==> src/rtl/freecpu_pkg.sv <==
// Shared types for the RAM arbiter: FSM state encoding, requester indices
// and a small one-hot helper.
package freecpu_pkg;

  typedef enum logic [1:0] {
    S_IDLE  = 2'd0,
    S_GRANT = 2'd1,
    S_ISSUE = 2'd2,
    S_WAIT  = 2'd3
  } arb_state_t;

  localparam int REQ_VGA  = 0;
  localparam int REQ_CORE = 1;

  function automatic logic [1:0] req_onehot(input logic idx);
    return idx ? 2'b10 : 2'b01;
  endfunction

endpackage

==> src/rtl/ram_arbiter_arb_pick.sv <==
// Winner selection for the two RAM requesters. Round-robin on ties when
// ARB_ROUND_ROBIN_EN is defined, fixed VGA priority otherwise.
module arb_pick
  import freecpu_pkg::*;
(
  input  logic [1:0] req,
  input  logic       last_owner,
  output logic [1:0] winner
);

`ifdef ARB_ROUND_ROBIN_EN
  always_comb begin
    winner = req;
    if (req == 2'b11) winner = req_onehot(~last_owner);
  end
`else
  logic unused_last_owner;
  assign unused_last_owner = last_owner;

  always_comb begin
    winner = req;
    if (req[REQ_VGA]) winner = req_onehot(1'b0);
  end
`endif

endmodule

==> src/rtl/ram_arbiter.sv <==
// Two-requester RAM arbiter (VGA fetcher, core0) in front of a single RAM
// controller. Tie-break policy selected by ARB_ROUND_ROBIN_EN.
//
// state   | meaning
// IDLE    | waiting for a request; winner operands latched on exit
// GRANT   | one-cycle gnt pulse to the owner
// ISSUE   | one-cycle read/write command pulse, timeout counter cleared
// WAIT    | waiting for mem_event or timeout; done/err registered on exit
module ram_arbiter
  import freecpu_pkg::*;
#(
  parameter int ADDR_W  = 22,
  parameter int DATA_W  = 16,
  parameter int TIMEOUT = 1024
) (
  input  logic                  clk,
  input  logic                  rst,
  input  logic [1:0]            req,
  input  logic [1:0]            we,
  input  logic [2*ADDR_W-1:0]   addr,
  input  logic [2*DATA_W-1:0]   wdata,
  output logic [1:0]            gnt,
  output logic [1:0]            done,
  output logic [1:0]            err,
  output logic [DATA_W-1:0]     rdata,
  output logic                  mem_req_read,
  output logic                  mem_req_write,
  output logic [ADDR_W-1:0]     mem_addr,
  output logic [DATA_W-1:0]     mem_wdata,
  input  logic [DATA_W-1:0]     mem_rdata,
  input  logic                  mem_event
);

  localparam int CNT_W = $clog2(TIMEOUT + 1);

  arb_state_t        state, state_nxt;
  logic [1:0]        winner;
  logic              owner;
  logic              own_we;
  logic              last_owner;
  logic [CNT_W-1:0]  cnt;
  logic              timeout_hit;

  arb_pick u_pick (
    .req        (req),
    .last_owner (last_owner),
    .winner     (winner)
  );

  assign timeout_hit = (cnt == CNT_W'(TIMEOUT - 1));

  always_ff @(posedge clk) begin
    if (rst) state <= S_IDLE;
    else     state <= state_nxt;
  end

  always_comb begin
    state_nxt = state;
    case (state)
      S_IDLE:  if (|req) state_nxt = S_GRANT;
      S_GRANT: state_nxt = S_ISSUE;
      S_ISSUE: state_nxt = S_WAIT;
      S_WAIT:  if (mem_event || timeout_hit) state_nxt = S_IDLE;
      default: state_nxt = S_IDLE;
    endcase
  end

  always_comb begin
    gnt           = '0;
    mem_req_read  = 1'b0;
    mem_req_write = 1'b0;
    case (state)
      S_GRANT: gnt = req_onehot(owner);
      S_ISSUE: begin
        mem_req_read  = ~own_we;
        mem_req_write = own_we;
      end
      default: ;
    endcase
  end

  // Operands are latched once in IDLE so they stay stable through WAIT even
  // if the requester drops req or changes addr.
  always_ff @(posedge clk) begin
    if (rst) begin
      owner      <= 1'b0;
      own_we     <= 1'b0;
      mem_addr   <= '0;
      mem_wdata  <= '0;
      last_owner <= 1'b1;
      cnt        <= '0;
      done       <= '0;
      err        <= '0;
      rdata      <= '0;
    end else begin
      done <= '0;
      err  <= '0;
      case (state)
        S_IDLE: if (|req) begin
          owner     <= winner[REQ_CORE];
          own_we    <= winner[REQ_CORE] ? we[REQ_CORE] : we[REQ_VGA];
          mem_addr  <= winner[REQ_CORE] ? addr[ADDR_W +: ADDR_W] : addr[0 +: ADDR_W];
          mem_wdata <= winner[REQ_CORE] ? wdata[DATA_W +: DATA_W] : wdata[0 +: DATA_W];
        end
        S_ISSUE: cnt <= '0;
        S_WAIT: begin
          cnt <= cnt + 1'b1;
          if (mem_event) begin
            done       <= req_onehot(owner);
            last_owner <= owner;
            if (!own_we) rdata <= mem_rdata;
          end else if (timeout_hit) begin
            done       <= req_onehot(owner);
            err        <= req_onehot(owner);
            last_owner <= owner;
          end
        end
        default: ;
      endcase
    end
  end

endmodule

==> config.mk <==
export PLATFORM = sky130hd
export DESIGN_NAME = ram_arbiter
export DESIGN_NICKNAME = d
export VERILOG_FILES = /design/src/rtl/freecpu_pkg.sv /design/src/rtl/ram_arbiter_arb_pick.sv /design/src/rtl/ram_arbiter.sv
export SDC_FILE = /design/constraint.sdc
export NUM_CORES = 1
export LEC_CHECK = 0
export ABC_AREA = 1
export CELL_PAD_IN_SITES_DETAIL_PLACEMENT = 1
export CELL_PAD_IN_SITES_GLOBAL_PLACEMENT = 2
export CORE_MARGIN = 2
export CORE_UTILIZATION = 19
export DETAILED_ROUTE_END_ITERATION = 12
export PLACE_DENSITY_LB_ADDON = 0.1
export SYNTH_ARGS = -nofsm -noshare
export SYNTH_HDL_FRONTEND = slang
export SYNTH_HIERARCHICAL = 1
export SYNTH_SLANG_ARGS = --single-unit
==> constraint.sdc <==
create_clock -name clk -period 1.3 [get_ports clk]
set_clock_uncertainty 0.1 [all_clocks]
set_input_delay 0.26 -clock clk [delete_from_list [all_inputs] [get_ports clk]]
set_output_delay 0.26 -clock clk [all_outputs]
set_load 0.1 [all_outputs]
==> results.cfg, run 1 <==
[run_status]
status = finished with violations
failed_checks = negative setup slack

[pwr]
sequentialPowerShare_pct = 21.6
comb_power_share_pct = 62.6
p_clk_share_pct = 15.8
irDropWorstVdd_uv = 1340
power_mw = 17.6
internal_power_mw = 9.42
p_per_area_nw_per_um2 = 2380
p_leak_nw = 3.00
p_switching_mw = 8.20
switching_share_pct = 46.5

[yosys]
yosysWarnings = 6
syn_area_um2 = 3340
syn_area_per_cell_um2 = 7.34
postSynthCellCount = 455
syn-num-nets = 560

[sta]
whs_ps = 381
rsz0062_at_grt = true
fmax_mhz = 586
period_minus_slack_ps = 1710
post-route-period-util_pct = 131
hold_viol = 0
setup_ws_ps = -407
finalSetupViolations = 75
slew_viol_final = 0
tightest_slew_ps = 357
maxSlewHeadroom_pct = 76.2

[drt]
post-route-drc-count = 0
wire_per_inst_um = 15.6
num_vias = 3759
avgViaCountPerCell = 4.25
drtIter0Drc = 121
drtPass1Iterations = 4
drt-total-wl_mm = 13.8
ant_nets = 0

[min_path]
worstHoldPathType = register to register
min_from = cnt[3]$_SDFFE_PP0P_

[floorplan]
io_pins = 161
dieWidth_um = 137
dieArea_um2 = 18700
num_rows = 48
core_um2 = 17200
die_h_um = 137
start_util_pct = 19.4

[clocking]
cts-root-buf = clkbuf_16
clkLatencyLatePin_ps = 340
cts_made_buffers = 9
clockBufferDepth = 2
numClockSinks = 73
clk_pin_slew_ps = 60
cts_tree = done
cts.htree.levels = 3
hold_buffers = 0

[placement]
routabilityCongestion = 0.683
dpl_cell_area_um2 = 6090
place_hpwl_mm = 8.94
numPortBuffers = 160

[cells_and_area]
final_cell_mix = clkdlybuf4s50_1, nor2_1, buf_12
final_area_um2 = 7400
syn2layout_area_growth_pct = 122
final_core_util_pct = 43.0
final_common_cell = clkdlybuf4s50_1
fin_nets = 759
drive_above_1_share_pct = 47.2

[setup_path]
crit_path_start = state[1]$_SDFFE_PP0P_
crit_path_start_kind = register
reg2reg_from = state[1]$_SDFFE_PP0P_
end_kind = primary output
cp.arrival_ps = 1350
crit_type = register to primary output
path_max_fanout = 4
crit_required_ps = 940

[global_routing]
first_global_vias = 4054
grt_max_degree = 26
gr-usage-all-layers_pct = 15.0
antenna_found_initial = 2
grt_pass1_wl_mm = 21.4
grt-ovfl-total = 0

[flow_run]
drv_cap = 0
-- path summary, 6_finish.rpt --
| kind | cells past startpoint | to | slack (ps) |
|---|---|---|---|
| worst max register to register | 9 | mem_addr[15]$_SDFFE_PP0P_ | -330 |
| worst min register to register | 1 | cnt[3]$_SDFFE_PP0P_ | 380 |
| worst max-delay path | 6 | gnt[1] | -410 |
| worst min-delay path | 1 | cnt[3]$_SDFFE_PP0P_ | 380 |
-- registers in the layout, indices dropped and copies added, names as in the netlist --
signal     count
cnt           11
done           2
err            2
mem_addr      22
mem_wdata     16
own_we         1
owner          1
rdata         16
state          2
-- power by group through the flow --
| stage | Combinational, mW | Clock, mW | Sequential (mW) |
|---|---|---|---|
| finish | 11.0 | 2.78 | 3.80 |
| global route | 11.5 | 3.00 | 3.89 |
| CTS | 10.5 | 2.90 | 3.71 |
| detailed placement | 8.61 | 0 | 3.64 |
| global placement | 8.54 | 0 | 3.62 |
| floorplan | 1.70 | 0 | 7.04 |
-- metal layers --
layer / vias to the layer above / track usage, % / part of all wire (%)
li1: 1874 / - / -
met1: 1773 / 17.1 / 41
met2: 97 / 25.8 / 50
met3: 15 / 5.93 / 7.2
met4: 0 / 4.57 / 1.9
met5: - / 0 / 0
-- layout make-up --
type                            instances  area (um2)
Fill cell                            1877        9830
Timing Repair Buffer                  214        2980
Multi-Input combinational cell        298        2010
Sequential cell                        73        1560
Tap cell                              225         282
Clock buffer                           11         253
Inverter                               58         241
Clock inverter                          5        77.6
Antenna cell                            1        2.50
-- critical path, cell delays in order (launching register included) --
cell and delay (ps):
dfxtp_4 380, inv_4 40, buf_6 110, ha_4 160
nand2_4 70, clkinvlp_4 90, buf_12 170
-- through the flow --
| step | TNS (ps) | worst slack [ps] | cells |
|---|---|---|---|
| 3_3_place_gp | -22820 | -455 | 842 |
| 5_1_grt | -21890 | -466 | 885 |
| 4_1_cts | -14060 | -437 | 878 |
| 2_1_floorplan | -755 | -160 | 455 |
| 3_5_place_dp | -24760 | -509 | 842 |
| 6_report | -16060 | -407 | 885 |
-- timing repair --
action                     in CTS  in global routing
setup endpoints to repair      77                 77
resized for setup             120                 45
buffers inserted               12                  6
cloned                          8                  3
pin swaps                       9                  7
Note: power is estimated with default switching activity, not from simulation.
==> run 2, diff against run 1 <==
--- a/config.mk
+++ b/config.mk
@@ -12,6 +12,7 @@
 export CORE_UTILIZATION = 19
 export DETAILED_ROUTE_END_ITERATION = 12
 export PLACE_DENSITY_LB_ADDON = 0.1
+export SLEW_MARGIN = 0
 export SYNTH_ARGS = -nofsm -noshare
 export SYNTH_HDL_FRONTEND = slang
 export SYNTH_HIERARCHICAL = 1
==> results of run 2 <==
No change in the layout: final DEF, timing and power equal those of run 1.
